## config.mk

```make
export PLATFORM = sky130hd
export DESIGN_NAME = fc_pingpong_sched
export DESIGN_NICKNAME = d
export VERILOG_FILES = /design/src/rtl/fc_pingpong_sched.sv
export SDC_FILE = /design/constraint.sdc
export NUM_CORES = 1
export LEC_CHECK = 0
export CAP_MARGIN = 25
export CORE_MARGIN = 3
export CORE_UTILIZATION = 52
export DETAILED_ROUTE_END_ITERATION = 6
export PLACE_DENSITY_LB_ADDON = 0.08
export SYNTH_ARGS = -nofsm -noshare
export SYNTH_HDL_FRONTEND = slang
export SYNTH_SLANG_ARGS = --single-unit
```

## constraint.sdc

```tcl
create_clock -name clk -period 3.2 [get_ports clk]
set_clock_uncertainty 0.2 [all_clocks]
set_input_delay 0.48 -clock clk [delete_from_list [all_inputs] [get_ports clk]]
set_output_delay 0.48 -clock clk [all_outputs]
set_load 0.01 [all_outputs]
```

## src/rtl/fc_pingpong_sched.sv

```systemverilog
// fc_pingpong_sched: ping-pong bank scheduler between the FC input-buffer writer and the FC compute engine
module fc_pingpong_sched #(
    parameter int ADDR_WIDTH = 32,
    parameter int BANK_DEPTH = 1024,
    parameter int CNT_WIDTH  = 16,
    parameter int WD_CYCLES  = 65535
) (
    input  logic                  clk,
    input  logic                  rst,
    input  logic                  start,
    input  logic [CNT_WIDTH-1:0]  frame_count,
    output logic                  writer_en,
    input  logic                  writer_done,
    output logic                  wr_bank,
    output logic [ADDR_WIDTH-1:0] wr_base,
    output logic                  fc_start,
    input  logic                  fc_done,
    output logic                  rd_bank,
    output logic [ADDR_WIDTH-1:0] rd_base,
    output logic                  busy,
    output logic                  all_done,
    output logic                  timeout_err,
    output logic                  proto_err
);
    localparam int WD_W = $clog2(WD_CYCLES + 1);

    typedef enum logic [1:0] {W_IDLE, W_ACTIVE, W_GAP, W_WAIT} w_state_t;
    typedef enum logic {R_IDLE, R_ACTIVE} r_state_t;

    w_state_t             w_state, w_next;
    r_state_t             r_state, r_next;
    logic [1:0]           full;
    logic [CNT_WIDTH-1:0] frame_cnt, frames_written, frames_read;
    logic [WD_W-1:0]      wd;
    logic                 rd_hold;
    logic                 accept, wr_fire, rd_fire, wd_expire, last_read;

    assign writer_en = (w_state == W_ACTIVE);
    // rd_hold keeps the engine's next start at least two cycles after its fc_done
    assign fc_start  = busy && (r_state == R_IDLE) && full[rd_bank] && !rd_hold;
    assign wr_base   = wr_bank ? ADDR_WIDTH'(BANK_DEPTH) : '0;
    assign rd_base   = rd_bank ? ADDR_WIDTH'(BANK_DEPTH) : '0;

    // next-state logic for writer and reader FSMs plus qualified handshake events
    always_comb begin
        accept    = start && !busy;
        wr_fire   = writer_done && writer_en;
        rd_fire   = fc_done && (r_state == R_ACTIVE);
        wd_expire = writer_en && !writer_done && (wd == WD_W'(WD_CYCLES - 1));
        last_read = rd_fire && ((frames_read + CNT_WIDTH'(1)) == frame_cnt);
        w_next    = w_state;
        case (w_state)
            W_IDLE:   if (accept && frame_count != '0) w_next = W_ACTIVE;
            W_ACTIVE: if (wr_fire) w_next = W_GAP;
            W_GAP:    w_next = (frames_written == frame_cnt) ? W_IDLE :
                               full[wr_bank] ? W_WAIT : W_ACTIVE;
            W_WAIT:   if (!full[wr_bank]) w_next = W_ACTIVE;
            default:  w_next = W_IDLE;
        endcase
        r_next = fc_start ? R_ACTIVE : rd_fire ? R_IDLE : r_state;
        if (wd_expire || last_read) begin
            w_next = W_IDLE;
            r_next = R_IDLE;
        end
    end

    // FSM state registers
    always_ff @(posedge clk) begin
        if (rst) begin
            w_state <= W_IDLE;
            r_state <= R_IDLE;
        end else begin
            w_state <= w_next;
            r_state <= r_next;
        end
    end

    // bank occupancy, frame counters, watchdog and status flags
    always_ff @(posedge clk) begin
        if (rst) begin
            full           <= '0;
            wr_bank        <= 1'b0;
            rd_bank        <= 1'b0;
            frame_cnt      <= '0;
            frames_written <= '0;
            frames_read    <= '0;
            wd             <= '0;
            rd_hold        <= 1'b0;
            busy           <= 1'b0;
            all_done       <= 1'b0;
            timeout_err    <= 1'b0;
            proto_err      <= 1'b0;
        end else begin
            rd_hold  <= rd_fire;
            all_done <= 1'b0;
            if (accept) begin
                busy           <= (frame_count != '0);
                all_done       <= (frame_count == '0);
                frame_cnt      <= frame_count;
                frames_written <= '0;
                frames_read    <= '0;
                wd             <= '0;
                full           <= '0;
                wr_bank        <= 1'b0;
                rd_bank        <= 1'b0;
                rd_hold        <= 1'b0;
                timeout_err    <= 1'b0;
                proto_err      <= 1'b0;
            end else begin
                if (wr_fire) begin
                    full[wr_bank]  <= 1'b1;
                    wr_bank        <= !wr_bank;
                    frames_written <= frames_written + CNT_WIDTH'(1);
                    wd             <= '0;
                end else if (writer_en) begin
                    wd <= wd + WD_W'(1);
                end
                if (rd_fire) begin
                    full[rd_bank] <= 1'b0;
                    rd_bank       <= !rd_bank;
                    frames_read   <= frames_read + CNT_WIDTH'(1);
                end
                if (last_read) begin
                    busy     <= 1'b0;
                    all_done <= 1'b1;
                end
                if (wd_expire) begin
                    busy        <= 1'b0;
                    timeout_err <= 1'b1;
                end
                if ((writer_done && !writer_en) || (fc_done && r_state == R_IDLE))
                    proto_err <= 1'b1;
            end
        end
    end
endmodule

```

==> results.tsv, run 1 <==
metric	value	unit
share of synthesized registers carrying an async set or reset	0	%
nets	598	
Yosys warning count	0	
leak pwr	1.76	nW
Yosys cell types	57	
TritonCTS Sinks	76	
Avg Inst Size Synth	8.13	µm²
Reg clk slew, reported paths	0.09	ns
Starting DRT DRC Count	188	
largest vdd supply drop	0.000189	V
Period Utilization, post-route	85.2	%
synth top area cells	dfxtp_1, buf_4, xor2_1	
Yosys reg bits	76	
Min-Delay Endpoint	frame_cnt[0]	
power density over the cells	432	mW/mm²
vias in the first global route	3250	
Horiz. Die Dim	98.8	µm
H-tree depth	3	
fin crit period	2.73	ns
Mapped Area	0.00448	mm²
worst min-delay path category	flip-flop to flip-flop	
Peak Freq	0.367	GHz
Post-CTS Setup Bufs	0	
drt first pass iters	4	
Post-synth EDFFs	0	
CTS Buffer Depth	2	
post-placement cell count	663	
Worst Setup Start Kind	flip-flop	
area leader, netlist	dfxtp_1	
dpl ws	0.509	ns
setup TNS	0	ns
final std cells w/o fill	679	
Post-route DRC	0	
Crit path arrival time	2.75	ns
initial antenna violation count	0	
setup violators final	0	
relative slew slack	65.5	%
Max Cap Viol	0	
final WL	9.95	mm
die area	0.00977	mm²
Final Hold Fails	0	
final core utilization	57.7	%
Syn Inst Count	551	
Yosys top cell area share	34.0	%
Crit-path slowest cell	or4_4	
Skew-Pair Late Insertion Delay	0.36	ns
CP cell instances	ha_1, nand4_4, or2_0, or4_4, a32oi_4, a31oi_1	
# IOs	93	
gr usage total	21.3	%
CORE AREA	0.00830	mm²
HP Start	frame_cnt[0]	
max-slew violations	0	
DP HPWL	7.52	mm
Post-DRT Antenna Nets	0	
setup slack, reg-to-reg	0.47	ns
Initial Utilization	54.0	%
crit path capture type	flip-flop	
CTS tree	built	
Congestion Overflow GR	0	
max incr delay on CP	0.59	ns
worst reg-to-reg path cell count	6	
num rows	33	
FF-to-FF Start	frames_read[0]	
RSZ-0062 raised after global routing	false	
P&R area growth vs syn	6.93	%
critical path required time	3.23	ns
PnR worst setup slack	0.473	ns
proportion of layout cells with a drive suffix above 1	6.10	%
vias per std cell	5.18	
Die Span Y	98.8	µm
Tot Pwr	2.07	mW
post-cts sizing count	0	
clk root buf	clkbuf_8	
Routability Congestion	0.906	
largest net degree at the start of global routing	22	
Hold WS	0.315	ns
IO Port Bufs	30	
routed length per instance	14.7	µm
vias post-DR	3519	
critical path peak fanout	10	
TritonCTS Buffers	9	
fill cell count	775	
first-pass GRT wire length	16.6	mm
critical path type	flip-flop to flip-flop	
Tightest Pin Transition	0.516	ns
reg-to-reg endpoint	busy	
cts hold-fix bufs	0	
post-route cell area	0.00479	mm²
WHS Path Cells	2	
outcome	completed	
main flop type after synthesis	dfxtp_1	
DP Area	0.00459	mm²
sequential area share after synthesis	34.0	%
Antenna Cells	0	
[power breakdown]
group / leakage, nW / switching (mW) / internal (mW)
Combinational: 1.04 / 0.175 / 0.119
Sequential: 0.616 / 0.0364 / 0.971
Clock: 0.105 / 0.398 / 0.371
Total: 1.76 / 0.609 / 1.46
[registers in the layout, indices dropped and copies added, names as in the netlist]
name            cells
frame_cnt          16
frames_read        16
frames_written     16
wd                 16
full                2
w_state             2
all_done            1
busy                1
proto_err           1
r_state             1
rd_bank             1
rd_hold             1
timeout_err         1
wr_bank             1
[synthesized netlist by cell type, drive strengths merged, types with 2 or more instances]
cell type	count
ha	8
a31oi	2
xnor2	39
a21oi	27
or3	6
buf	76
nand2b	2
nor2	64
dfxtp	76
o221ai	2
and4	3
o21a	2
and3	6
xor2	40
inv	12
a211oi	6
nor3	10
nand4	19
o211ai	2
clkbuf	16
and2	3
nor2b	2
a221oi	2
nand2	64
o21ai	7
nand3	22
or2	3
nor4	10
[per-layer routing]
metal | vias to the layer above | track usage (%) | wire length, µm
li1 | 1760 | - | -
met1 | 1621 | 29.5 | 4440
met2 | 126 | 32.1 | 4540
met3 | 12 | 4.46 | 793
met4 | 0 | 9.24 | 178
met5 | - | 0 | 0
[area by class of cell]
class	instances	area (µm²)	area share, %
multi-input combinational	432	2530	52.8
sequential	76	1520	31.8
timing repair buffer	38	360	7.52
tap	105	131	2.74
clock buffer	9	124	2.59
clock inverter	7	78.8	1.65
inverter	12	45.0	0.940
[cells in the final DEF (no fill, tap or decap), types with 3 or more instances in the layout]
cell             count
nand4_1             17
conb_1              62
nor3_1              10
xor2_1              40
xnor2_1             39
buf_4                8
or3_1                6
nand3_1             21
a21oi_1             27
nor4_1              10
a211oi_1             5
ha_1                 8
o21ai_0              7
clkdlybuf4s50_1     30
and4_1               3
nor2_1              63
clkbuf_8             9
dfxtp_1             76
inv_1               12
inv_6                4
and2_1               3
nand2_1             64
and3_1               6
[how the worst max path moves through the flow]
| stage | start | to | slack (ns) |
|---|---|---|---|
| 2_1_floorplan | frames_read[1] | busy | 0.86 |
| 3_3_place_gp | frame_count[0] | w_state[1] | 0.56 |
| 3_5_place_dp | frames_read[0] | busy | 0.51 |
| 4_1_cts | frames_read[0] | w_state[0] | 0.49 |
| 5_1_grt | frames_read[0] | w_state[0] | 0.30 |
| 6_report | frames_read[0] | busy | 0.47 |
[logic make-up after synthesis]
group | after synthesis | synth area share (%)
flip-flops | 76 | 34.0
adder cells (fa/ha/maj) | 8 | 2.23
XOR/XNOR | 79 | 15.4
buffers and inverters | 104 | 14.7
other | 1 | 0.0837
AND/OR/NAND/NOR | 220 | 23.8
multiplexers | 2 | 0.475
AO/OA/AOI/OAI | 61 | 9.27
[critical path, delay by kind of cell, from the launching register on]
kind / cells / cell delay, ns
AOI/OAI and AO/OA: 2 / 0.34
and+or+nand+nor: 3 / 1.12
DFF: 1 / 0.49
adders and majority gates: 1 / 0.44
Note: power is estimated with default switching activity, not from simulation.
==> run 2, diff against run 1 <==
Settings changed: CORE_MARGIN 3 to 10, CORE_UTILIZATION 52 to 30.
==> run 2 against run 1 <==
Compared with the run above: power rose by 14%; sequential share of layout area fell by 1.4 points; fmax fell by 0.71%; design area rose by 4.4%; clock-buffer cell count did not move; sequential cell count did not move; critical path type unchanged.
==> results.tsv, run 2 (same netlist as run 1, synthesis figures left out) <==
metric	value	unit	change
clk root buf	clkbuf_16		was clkbuf_8
largest net degree at the start of global routing	22		unchanged
vias in the first global route	3378		was 3,250
worst min-delay path category	flip-flop to flip-flop		unchanged
fin crit period	2.75	ns	was 2.73 ns
CP cell instances	ha_1, nand4_4, or2_0, or4_4, a32oi_4, a31oi_1		unchanged
FF-to-FF Start	frames_read[0]		unchanged
Horiz. Die Dim	142	µm	was 98.8 µm
first-pass GRT wire length	18.3	mm	was 16.6 mm
DP Area	0.00469	mm²	was 0.00459 mm²
setup TNS	0	ns	unchanged
P_sw	0.656	mW	was 0.609 mW
Routability Congestion	0.822		was 0.906
Starting DRT DRC Count	239		was 188
Die Span Y	142	µm	was 98.8 µm
commonest non-fill, non-tap cell in the layout	dfxtp_1		unchanged
Multi-input gate area	0.00253	mm²	unchanged
proportion of layout cells with a drive suffix above 1	6.26	%	was 6.10%
Critical path origin	frames_read[0]		unchanged
fill cell count	1545		was 775
Max Cap Viol	0		unchanged
routed length per instance	15.0	µm	was 14.7 µm
CORE AREA	0.0146	mm²	was 0.00830 mm²
outcome	completed		unchanged
Final Hold Fails	0		unchanged
Reg clk slew, reported paths	0.06	ns	was 0.09 ns
Post-CTS Setup Bufs	0		unchanged
Post-route DRC	0		unchanged
critical path peak fanout	10		unchanged
critical path required time	3.22	ns	was 3.23 ns
CTS tree	built		unchanged
post-placement cell count	743		was 663
final std cells w/o fill	759		was 679
crit path capture type	flip-flop		unchanged
# IOs	93		unchanged
initial antenna violation count	0		unchanged
Period Utilization, post-route	85.8	%	was 85.2%
TritonCTS Sinks	76		unchanged
drt first pass iters	4		unchanged
Peak Freq	0.364	GHz	was 0.367 GHz
clock share of power	44.8	%	was 37.2%
leak pwr	1.81	nW	was 1.76 nW
setup violators final	0		unchanged
P&R area growth vs syn	11.7	%	was 6.93%
IO Port Bufs	30		unchanged
DP HPWL	8.87	mm	was 7.52 mm
H-tree depth	3		unchanged
CTS Buffer Depth	2		unchanged
RSZ-0062 raised after global routing	false		unchanged
vias per std cell	4.61		was 5.18
Initial Utilization	30.7	%	was 54.0%
most frequent cells in the layout	dfxtp_1, nand2_1, nor2_1		unchanged
post-cts sizing count	0		unchanged
critical path type	flip-flop to flip-flop		unchanged
largest vdd supply drop	0.000197	V	was 0.000189 V
gr usage total	11.4	%	was 21.3%
post-route cell area	0.00500	mm²	was 0.00479 mm²
final WL	11.4	mm	was 9.95 mm
Skew-Pair Late Insertion Delay	0.35	ns	was 0.36 ns
Tightest Pin Transition	0.543	ns	was 0.516 ns
Crit-path slowest cell	or4_4		unchanged
Worst Setup Start Kind	flip-flop		unchanged
nets	599		was 598
vias post-DR	3496		was 3,519
cts hold-fix bufs	0		unchanged
internal power	1.71	mW	was 1.46 mW
max-slew violations	0		unchanged
Gate power share	12.5	%	was 14.2%
TritonCTS Buffers	9		unchanged
register area	0.00152	mm²	unchanged
max incr delay on CP	0.59	ns	about the same
HP Start	timeout_err		was frame_cnt[0]
Antenna Cells	0		unchanged
Crit path arrival time	2.77	ns	was 2.75 ns
Post-DRT Antenna Nets	0		unchanged
die area	0.0202	mm²	was 0.00977 mm²
power density over the cells	472	mW/mm²	was 432 mW/mm²
Congestion Overflow GR	0		unchanged
num rows	44		was 33
Sw Share	27.8	%	was 29.4%
share of power burned in registers	42.7	%	was 48.7%
relative slew slack	63.4	%	was 65.5%
-- run 2: cell count changes in the layout (fill, tap and decap cells not counted), moves of 2 or more --
cell,previous run,this run
clkinv_4,1,3
clkbuf_16,0,9
inv_6,4,1
clkbuf_8,9,0
-- run 2: final cells by class --
cell class / count / share of cell area, %
well taps: 184 / 4.60
clock buffers: 9 / 4.50
clock inverters: 7 / 1.68
repair buffers: 39 / 7.35
inverters: 12 / 0.900
flip-flops and latches: 76 / 30.4
multi-input cells: 432 / 50.6
-- run 2: worst paths after layout --
check	to	slack (ns)	depth (start not counted)
setup / recovery	busy	0.45	6
hold / removal	timeout_err	0.27	1
setup reg to reg	busy	0.45	6
hold reg to reg	timeout_err	0.27	1
-- run 2: critical path: cells and delay by family, from the launching register on --
kind / cells / cell delay, ns
AOI/OAI and AO/OA: 2 / 0.35
adders and majority gates: 1 / 0.46
DFF: 1 / 0.49
and+or+nand+nor: 3 / 1.11
-- run 2: power by group through the flow --
stage	clock [mW]	combinational (mW)	sequential (mW)
6_report	1.06	0.296	1.01
5_1_grt	1.14	0.329	1.01
4_1_cts	1.09	0.294	1.01
3_5_place_dp	0	0.292	1.03
3_3_place_gp	0	0.292	1.03
2_1_floorplan	0	0.252	1.02
-- run 2: layer usage --
metal	GRT usage (%)	up-vias	wire length [µm]
li1	-	1768	-
met1	16.0	1630	5770
met2	15.5	88	4770
met3	2.94	10	688
met4	5.49	0	169
met5	0	-	0
-- run 2: per-stage QoR --
stage	utilization, %	hold WS (ns)	setup WS [ns]	total power, mW
floorplan	-	0.271	0.856	1.27
global placement	32.2	0.255	0.559	1.32
detailed placement	32.2	0.254	0.462	1.32
CTS	34.3	0.276	0.462	2.39
global route	34.3	0.295	0.271	2.48
finish	34.3	0.269	0.454	2.36
